===== config.mk =====
export PLATFORM = sky130hd
export DESIGN_NAME = multi_pipe_param_flat
export DESIGN_NICKNAME = d
export VERILOG_FILES = /design/src/rtl/multi_pipe_param_if.sv /design/src/rtl/multi_pipe_param.sv /design/src/flat_wrapper.sv
export SDC_FILE = /design/constraint.sdc
export NUM_CORES = 1
export LEC_CHECK = 0
export BUFFER_PORTS_ARGS = -buffer_cell sky130_fd_sc_hd__buf_2
export CAP_MARGIN = 15
export CORE_MARGIN = 4
export CORE_UTILIZATION = 63
export DETAILED_ROUTE_END_ITERATION = 6
export PLACE_DENSITY_LB_ADDON = 0.2
export SETUP_SLACK_MARGIN = 0.02
export SLEW_MARGIN = 30
export SYNTH_ARGS = -nofsm -noshare
export SYNTH_HDL_FRONTEND = slang
export SYNTH_SLANG_ARGS = --single-unit

===== constraint.sdc =====
create_clock -name clk -period 5.73 [get_ports clk]
set_input_delay 0.8595 -clock clk [delete_from_list [all_inputs] [get_ports clk]]
set_output_delay 0.8595 -clock clk [all_outputs]
set_load 0.01 [all_outputs]

===== src/rtl/multi_pipe_param_if.sv =====
// Operand/result handshake bundle for the pipelined multiplier.
// The slave side is the multiplier; the master side is its upstream/downstream.
interface multi_pipe_param_if #(
  parameter int WIDTH   = 16,
  parameter int LATENCY = 4
) ();
  logic                             mul_en_in;
  logic                             mul_rdy_in;
  logic [WIDTH-1:0]                 mul_a;
  logic [WIDTH-1:0]                 mul_b;
  logic                             mul_signed;
  logic                             mul_en_out;
  logic                             mul_rdy_out;
  logic [2*WIDTH-1:0]               mul_out;
  logic [$clog2(LATENCY+1)-1:0]     inflight;

  modport slave (
    input  mul_en_in, mul_a, mul_b, mul_signed, mul_rdy_out,
    output mul_rdy_in, mul_en_out, mul_out, inflight
  );

  modport master (
    output mul_en_in, mul_a, mul_b, mul_signed, mul_rdy_out,
    input  mul_rdy_in, mul_en_out, mul_out, inflight
  );
endinterface


===== src/rtl/multi_pipe_param.sv =====
// LATENCY-stage signed/unsigned WIDTH x WIDTH multiplier with a single global
// stall: every stage advances together whenever the output slot can move.
module multi_pipe_param #(
  parameter int WIDTH   = 16,
  parameter int LATENCY = 4
) (
  input logic               clk,
  input logic               rst,
  multi_pipe_param_if.slave bus
);
  localparam int PW  = 2 * WIDTH;
  localparam int EW  = WIDTH + 1;
  localparam int XW  = 2 * EW;
  localparam int LOW = WIDTH / 2;
  localparam int CW  = $clog2(LATENCY + 1);

  // One extra bit lets signed and unsigned operands share one signed multiplier.
  function automatic logic signed [EW-1:0] f_ext(input logic [WIDTH-1:0] v, input logic s);
    return $signed({s & v[WIDTH-1], v});
  endfunction

  logic                 w_adv;
  logic                 w_acc;
  logic                 w_ret;
  logic [LATENCY-1:0]   r_vld;
  logic [CW-1:0]        r_cnt;
  logic signed [EW-1:0] r_a_p0;
  logic signed [EW-1:0] r_b_p0;
  logic [PW-1:0]        w_pre;
  logic [PW-1:0]        r_out;

  assign w_adv = ~r_vld[LATENCY-1] | bus.mul_rdy_out;
  assign w_acc = bus.mul_en_in & w_adv;
  assign w_ret = r_vld[LATENCY-1] & bus.mul_rdy_out;

  always_ff @(posedge clk) begin
    if (rst) begin
      r_vld <= '0;
      r_cnt <= '0;
    end else begin
      if (w_adv) r_vld <= {r_vld[LATENCY-2:0], bus.mul_en_in};
      if (w_acc && !w_ret)      r_cnt <= r_cnt + 1'b1;
      else if (w_ret && !w_acc) r_cnt <= r_cnt - 1'b1;
    end
  end

  // p0: operand capture
  always_ff @(posedge clk) begin
    if (rst) begin
      r_a_p0 <= '0;
      r_b_p0 <= '0;
    end else if (w_acc) begin
      r_a_p0 <= f_ext(bus.mul_a, bus.mul_signed);
      r_b_p0 <= f_ext(bus.mul_b, bus.mul_signed);
    end
  end

  generate
    if (LATENCY == 2) begin : g_l2
      assign w_pre = PW'(XW'(r_a_p0) * XW'(r_b_p0));
    end else begin : g_split
      logic signed [XW-1:0] r_lo_p1;
      logic signed [XW-1:0] r_hi_p1;
      logic [PW-1:0]        w_sum;

      // p1: multiplier split into an unsigned low half and a signed high half
      always_ff @(posedge clk) begin
        if (rst) begin
          r_lo_p1 <= '0;
          r_hi_p1 <= '0;
        end else if (w_adv && r_vld[0]) begin
          r_lo_p1 <= XW'(r_a_p0) * XW'($signed({1'b0, r_b_p0[LOW-1:0]}));
          r_hi_p1 <= XW'(r_a_p0) * XW'($signed(r_b_p0[EW-1:LOW]));
        end
      end

      assign w_sum = PW'(r_lo_p1 + (r_hi_p1 <<< LOW));

      if (LATENCY == 3) begin : g_l3
        assign w_pre = w_sum;
      end else begin : g_dly
        logic [PW-1:0] r_dly_p2 [LATENCY-3];

        // p2..: summed product, then plain delay stages up to the output slot
        always_ff @(posedge clk) begin
          if (rst) begin
            for (int i = 0; i < LATENCY-3; i++) r_dly_p2[i] <= '0;
          end else if (w_adv) begin
            if (r_vld[1]) r_dly_p2[0] <= w_sum;
            for (int i = 1; i < LATENCY-3; i++)
              if (r_vld[i+1]) r_dly_p2[i] <= r_dly_p2[i-1];
          end
        end

        assign w_pre = r_dly_p2[LATENCY-4];
      end
    end
  endgenerate

  // Output stage: loads only when a valid result moves in, else holds.
  always_ff @(posedge clk) begin
    if (rst)                            r_out <= '0;
    else if (w_adv && r_vld[LATENCY-2]) r_out <= w_pre;
  end

  assign bus.mul_rdy_in = w_adv;
  assign bus.mul_en_out = r_vld[LATENCY-1];
  assign bus.mul_out    = r_out;
  assign bus.inflight   = r_cnt;
endmodule


===== src/flat_wrapper.sv =====
// flat-port wrapper written by rule: the top's interface ports become plain ports
module multi_pipe_param_flat 
#(
  parameter int WIDTH   = 16,
  parameter int LATENCY = 4
)
  (clk, rst, bus_mul_en_in, bus_mul_a, bus_mul_b, bus_mul_signed, bus_mul_rdy_out, bus_mul_rdy_in, bus_mul_en_out, bus_mul_out, bus_inflight);
  multi_pipe_param_if #(.WIDTH(WIDTH), .LATENCY(LATENCY)) bus_i ();
  input logic clk;
  input logic rst;
  input wire logic [$bits(bus_i.mul_en_in)-1:0] bus_mul_en_in;
  input wire logic [$bits(bus_i.mul_a)-1:0] bus_mul_a;
  input wire logic [$bits(bus_i.mul_b)-1:0] bus_mul_b;
  input wire logic [$bits(bus_i.mul_signed)-1:0] bus_mul_signed;
  input wire logic [$bits(bus_i.mul_rdy_out)-1:0] bus_mul_rdy_out;
  output wire logic [$bits(bus_i.mul_rdy_in)-1:0] bus_mul_rdy_in;
  output wire logic [$bits(bus_i.mul_en_out)-1:0] bus_mul_en_out;
  output wire logic [$bits(bus_i.mul_out)-1:0] bus_mul_out;
  output wire logic [$bits(bus_i.inflight)-1:0] bus_inflight;
  assign bus_i.mul_en_in = bus_mul_en_in;
  assign bus_i.mul_a = bus_mul_a;
  assign bus_i.mul_b = bus_mul_b;
  assign bus_i.mul_signed = bus_mul_signed;
  assign bus_i.mul_rdy_out = bus_mul_rdy_out;
  assign bus_mul_rdy_in = bus_i.mul_rdy_in;
  assign bus_mul_en_out = bus_i.mul_en_out;
  assign bus_mul_out = bus_i.mul_out;
  assign bus_inflight = bus_i.inflight;
  multi_pipe_param #(.WIDTH(WIDTH), .LATENCY(LATENCY)) u_core (.clk(clk), .rst(rst), .bus(bus_i));
endmodule

==> impl_metrics.yaml, run 1 <==
layout:
  drive_above_1_share_pct: 8.27
  synthToLayoutAreaGrowth_pct: 8.36
  fin_util_pct: 69.5
  fin_nets: 2277
  diodes: 0
  fin_area_um2: 17500
  fillers: 2025
worst_setup_path:
  required_ns: 6.05
  cp_slowest_cell: "fa_1"
  cp-end-kind: "flop"
  cp.arrival_ns: 5.79
  worstPathMaxFanout: 11
  crit_chain: "buf_4 -> nand2_1 -> fa_1 -> inv_1 -> fa_1 -> fa_1 -> fa_1 -> fa_1 -> ha_1 -> o21ai_0 -> o21ai_0 -> nand4_1 -> a211oi_1 -> a2111o_1 -> a21oi_1 -> a41o_1 -> a221o_1"
  cp_top_family: "adder cells"
  path_buf_inv: 2
  crit_path_max_incr_delay_ns: 0.57
  cp-start-kind: "flop"
  crit_top_cell: "fa_1"
  crit_type: "flop to flop"
clocking:
  clk_pin_slew_ns: 0.07
  cts_htree_levels: 4
  cts_buffer_depth: 2
  numCtsBuffers: 17
  cts_tree: "yes"
  worstSkewPairLatency_ns: 0.43
  root_buffer: "clkbuf_16"
  clock_sinks: 155
  ctsHoldBuffers: 0
routing:
  ant_nets: 0
  first_iter_violations: 786
  avgRoutedWirePerCell_um: 16.9
  avgViaCountPerCell: 5.59
  vias: 12500
  drc_errors: 0
  dr.pass1.iters: 5
  routed_wl_mm: 37.7
grt:
  grt_max_degree: 74
  grt_pass1_wl_mm: 63.9
  use_met2_pct: 46.9
  use_met3_pct: 4.30
  grt.busiest_layer: "met2"
  grt_pass1_vias: 13000
  met1_usage_pct: 36.3
  grt_overflow: 0
  antenna_found_initial: 0
  grt_usage_pct: 27.9
pwr:
  seq_power_share_pct: 41.1
  vdd_drop_max_uv: 208
  swShare_pct: 33.5
  netSwitchingPower_w: 0.00100
  cell_internal_pwr_w: 0.00199
  power_leakage_nw: 8.69
  p_comb_share_pct: 19.6
  pwr-share-clk_pct: 39.4
  power_density_nw_per_um2: 171
logic_synthesis:
  netlist_area_um2: 16200
  synth.top_cells.by_count: "nand2_1 (337), inv_1 (258), fa_1 (229)"
  avgSynthCellArea_um2: 8.77
  ys.warnings.count: 0
  synthCells: 1842
  yosys.area.top_type_share_pct: 28.4
  yosysMostFrequentCell: "nand2_1"
  synthTopCellsByArea: "fa_1 (28%), dfxtp_1 (15%), ha_1 (9.7%)"
  ys.flop_type: "dfxtp_1"
  yosysTopAreaCell: "fa_1"
  synth_enable_flop_cells: 32
  ys_seq_elements: 155
  ys_seq_area_share_pct: 21.2
  synth_async_sr_flop_share_pct: 0
  synthesis.nets: 2233
  yosysUniqueCellTypes: 61
timing:
  period_share_pct: 95.5
  finalSetupViolations: 0
  fin_tns_setup_ns: 0
  rsz0062_at_grt: "no"
  skew_ns: 0.0130
  fmax_mhz: 183
  period_needed_ns: 5.47
  hold_viol: 0
  worst_slew_pin_slew_ns: 0.874
  drv_slew: 0
  slew_headroom_pct: 41.5
die:
  dieArea_um2: 28300
  die_height_um: 168
  initial_core_util_pct: 64.2
  ios: 74
  fp-row-count: 58
  fp.dieW_um: 168
  core_um2: 25200
flow_run:
  cap_violations: 0
status:
  status: "completed"
placed_design:
  place_hpwl_mm: 29.3
  postPlaceCellArea_um2: 16900
  portBuffers: 73
  gp_congestion: 0.911
min_path:
  hold_path.class: "flop to flop"
[worst reg2reg max path: cells and delay by family, from the launching register on]
kind / cells / cell delay, ns
adders and majority gates: 6 / 2.80
AOI/OAI and AO/OA: 7 / 1.45
DFF: 1 / 0.50
buffers and inverters: 2 / 0.30
and+or+nand+nor: 2 / 0.30
[sequential cells by signal, indices dropped and copies added, names as in the netlist]
name and cells:
u_core.r_vld 4, u_core.r_a_p0 17, u_core.r_b_p0 17, u_core.g_split.r_hi_p1 24
u_core.bus.mul_out 32, u_core.g_split.g_dly.r_dly_p2 32, u_core.bus.inflight 3, u_core.g_split.r_lo_p1 26
[final timing paths]
check / endpoint / depth (start not counted) / slack (ns) / from
worst min-delay path: u_core.bus.mul_out[1]$_SDFFE_PP0P_ / 2 / 0.45 / u_core.bus.mul_out[1]$_SDFFE_PP0P_
worst max register to register: u_core.g_split.r_hi_p1[22]$_SDFFE_PP0P_ / 17 / 0.26 / u_core.r_b_p0[10]$_SDFFE_PP0P_
worst max-delay path: u_core.g_split.r_hi_p1[22]$_SDFFE_PP0P_ / 17 / 0.26 / u_core.r_b_p0[10]$_SDFFE_PP0P_
worst min register to register: u_core.bus.mul_out[1]$_SDFFE_PP0P_ / 2 / 0.45 / u_core.bus.mul_out[1]$_SDFFE_PP0P_
[cells by family after synthesis]
logic type	Yosys count	synth area share, %
buffers and inverters	343	7.99
AO/OA/AOI/OAI	259	9.89
flip-flops	155	21.2
adder cells (fa/ha/maj)	354	38.0
multiplexers	3	0.186
XOR/XNOR	52	2.82
AND/OR/NAND/NOR	676	19.9
[per-layer routing]
layer | up-vias | share of wire [%]
met5 | - | 0
met4 | 0 | 4.5
met3 | 85 | 5.7
met2 | 408 | 48
met1 | 6072 | 42
li1 | 5895 | -
[placed cells by master, fill, tap and decap left out, types with 5 or more instances in the layout]
cell / n
inv_1: 258
or2_2: 6
o21bai_1: 7
nor2_1: 58
inv_8: 5
and2_1: 165
and3_1: 5
a21oi_1: 134
o21a_1: 11
buf_2: 72
dfxtp_2: 5
nor2b_1: 27
nand2_1: 336
a31oi_1: 8
o21ai_1: 5
nand3_1: 21
xor2_1: 11
nand2b_1: 9
xnor2_1: 41
clkbuf_16: 17
fa_1: 229
a211oi_1: 18
ha_1: 125
dfxtp_1: 118
edfxtp_1: 32
a22o_1: 5
o21ai_0: 29
buf_4: 36
a21o_1: 18
nor3_1: 21
or3_1: 7
[power by group through the flow]
stage	Sequential [W]	Clock (W)	Combinational, W
after floorplan	0.00121	0	0.000429
after global placement	0.00125	0	0.000562
after detailed placement	0.00125	0	0.000579
after CTS	0.00123	0.00119	0.000587
after global routing	0.00124	0.00124	0.000666
final	0.00123	0.00118	0.000586
[layout make-up]
class / count / area, um2 / area share [%]
flip-flops and latches: 155 / 3430 / 19.6
clock inverters: 15 / 188 / 1.07
clock buffers: 17 / 425 / 2.43
repair buffers: 108 / 631 / 3.60
inverters: 260 / 976 / 5.57
well taps: 330 / 413 / 2.36
multi-input cells: 1344 / 11500 / 65.4
[per-stage QoR]
stage	power [W]	worst slack [ns]	instances	hold slack, ns
after global routing	0.00314	0.0418	2229	0.468
after floorplan	0.00164	0.520	1842	0.427
final	0.00299	0.257	2229	0.450
after global placement	0.00181	0.317	2197	0.439
after CTS	0.00301	0.0821	2229	0.453
after detailed placement	0.00183	0.116	2197	0.443
[timing repair]
item | 4_1_cts | 5_1_grt
endpoints found under the setup margin | 0 | 5
resized for setup | 0 | 5
buffers inserted | 0 | 0
No activity file was read; power rests on OpenSTA's default activity.
==> run 2: changes to the inputs <==
==> constraint.sdc (replaced) <==
create_clock -name clk -period 5.73 [get_ports clk]
set_input_delay 1.146 -clock clk [delete_from_list [all_inputs] [get_ports clk]]
set_output_delay 1.146 -clock clk [all_outputs]
set_load 0.01 [all_outputs]
==> impl_metrics.yaml, run 2 (synthesized netlist as in run 1, its figures left out) <==
grt:
  grt_overflow: 0
  antenna_found_initial: 0
  grt_pass1_vias: 13000
  grt_max_degree: 73
  grt_usage_pct: 28.0
  grt_pass1_wl_mm: 64.2
clocking:
  clk_pin_slew_ns: 0.08
  clock_sinks: 155
  cts_htree_levels: 4
  root_buffer: "clkbuf_16"
  numCtsBuffers: 17
  cts_tree: "yes"
  cts-resized-gates: 0
  cts_buffer_depth: 2
  ctsHoldBuffers: 0
  worstSkewPairLatency_ns: 0.44
  post_cts.repair.setup_buffers: 0
timing:
  drv_slew: 0
  finalSetupViolations: 0
  fin_tns_setup_ns: 0
  hold_viol: 0
  worst_slew_pin_slew_ns: 0.859
  skew_ns: 0.00994
  slew_headroom_pct: 42.6
  hold_ws_ns: 0.453
  fmax_mhz: 185
  rsz0062_at_grt: "no"
  period_needed_ns: 5.39
  period_share_pct: 94.1
placed_design:
  gp_congestion: 0.897
  portBuffers: 73
  placed_cells: 2197
  place_hpwl_mm: 28.9
die:
  ios: 74
  fp.dieW_um: 168
  dieArea_um2: 28300
  initial_core_util_pct: 64.2
  die_height_um: 168
  core_um2: 25200
  fp-row-count: 58
worst_setup_path:
  cp.arrival_ns: 5.72
  crit_type: "flop to flop"
  required_ns: 6.06
  cp-end-kind: "flop"
  worstPathMaxFanout: 14
  cp-start-kind: "flop"
routing:
  dr.pass1.iters: 7
  vias: 12500
  avgRoutedWirePerCell_um: 16.8
  first_iter_violations: 877
  drc_errors: 0
  routed_wl_mm: 37.4
  ant_nets: 0
  avgViaCountPerCell: 5.60
pwr:
  pwr-share-clk_pct: 39.6
  vdd_drop_max_uv: 177
  p_comb_share_pct: 19.4
  totalPowerFinal_w: 0.00300
  netSwitchingPower_w: 0.00101
  power_density_nw_per_um2: 171
  seq_power_share_pct: 41.0
  swShare_pct: 33.6
  power_leakage_nw: 8.69
  cell_internal_pwr_w: 0.00199
layout:
  final_common_cell: "nand2_1"
  drive_above_1_share_pct: 8.32
  final_cell_mix: "nand2_1 (336), inv_1 (258), fa_1 (229)"
  fin_util_pct: 69.6
  synthToLayoutAreaGrowth_pct: 8.37
  fin_nets: 2277
  stdcell_count: 2230
min_path:
  hold_path.class: "flop to flop"
status:
  status: "completed"
flow_run:
  cap_violations: 0
==> run 2: per-layer routing <==
metal / up-vias / part of all wire, % / track usage, %
li1: 5906 / - / -
met1: 6162 / 43 / 37.0
met2: 361 / 49 / 47.9
met3: 69 / 4.7 / 3.17
met4: 0 / 3.3 / 10.4
met5: - / 0 / 0
==> run 2: path summary, 6_finish.rpt <==
path	startpoint	endpoint	slack, ns	depth (start not counted)
setup / recovery	u_core.r_b_p0[12]$_SDFFE_PP0P_	u_core.g_split.r_hi_p1[22]$_SDFFE_PP0P_	0.34	16
hold reg to reg	u_core.bus.mul_out[10]$_SDFFE_PP0P_	u_core.bus.mul_out[10]$_SDFFE_PP0P_	0.45	2
setup reg to reg	u_core.r_b_p0[12]$_SDFFE_PP0P_	u_core.g_split.r_hi_p1[22]$_SDFFE_PP0P_	0.34	16
hold / removal	u_core.bus.mul_out[10]$_SDFFE_PP0P_	u_core.bus.mul_out[10]$_SDFFE_PP0P_	0.45	2
==> run 2: final cells by class <==
type / instances / area [um2]
sequential: 155 / 3430
tap: 330 / 413
antenna: 1 / 2.50
clock inverter: 15 / 183
inverter: 260 / 976
timing repair buffer: 108 / 631
clock buffer: 17 / 425
fill: 2016 / 7670
multi-input combinational: 1344 / 11500
==> run 2: stage by stage <==
step / instance area (um2) / worst slack (ns)
after CTS: 17500 / 0.186
after floorplan: 16200 / 0.520
after global routing: 17500 / 0.0294
after global placement: 16900 / 0.302
final: 17500 / 0.339
after detailed placement: 16900 / 0.215
==> run 2: worst max-delay path, stage by stage (launching register included) <==
cell	delay [ns]
dfxtp_1	0.66
nand2_1	0.15
fa_1	0.50
fa_1	0.55
inv_1	0.05
fa_1	0.46
fa_1	0.51
fa_1	0.42
ha_1	0.34
o21ai_0	0.12
o21ai_0	0.28
nand4_1	0.22
a211oi_1	0.28
a2111o_1	0.19
a21oi_1	0.08
a41o_1	0.21
a221o_1	0.26
==> run 2: power by group through the flow <==
stage	registers [W]	clock network, W	logic [W]
after floorplan	0.00121	0	0.000429
after global placement	0.00125	0	0.000562
after detailed placement	0.00125	0	0.000577
after CTS	0.00123	0.00120	0.000584
after global routing	0.00124	0.00125	0.000663
final	0.00123	0.00119	0.000582
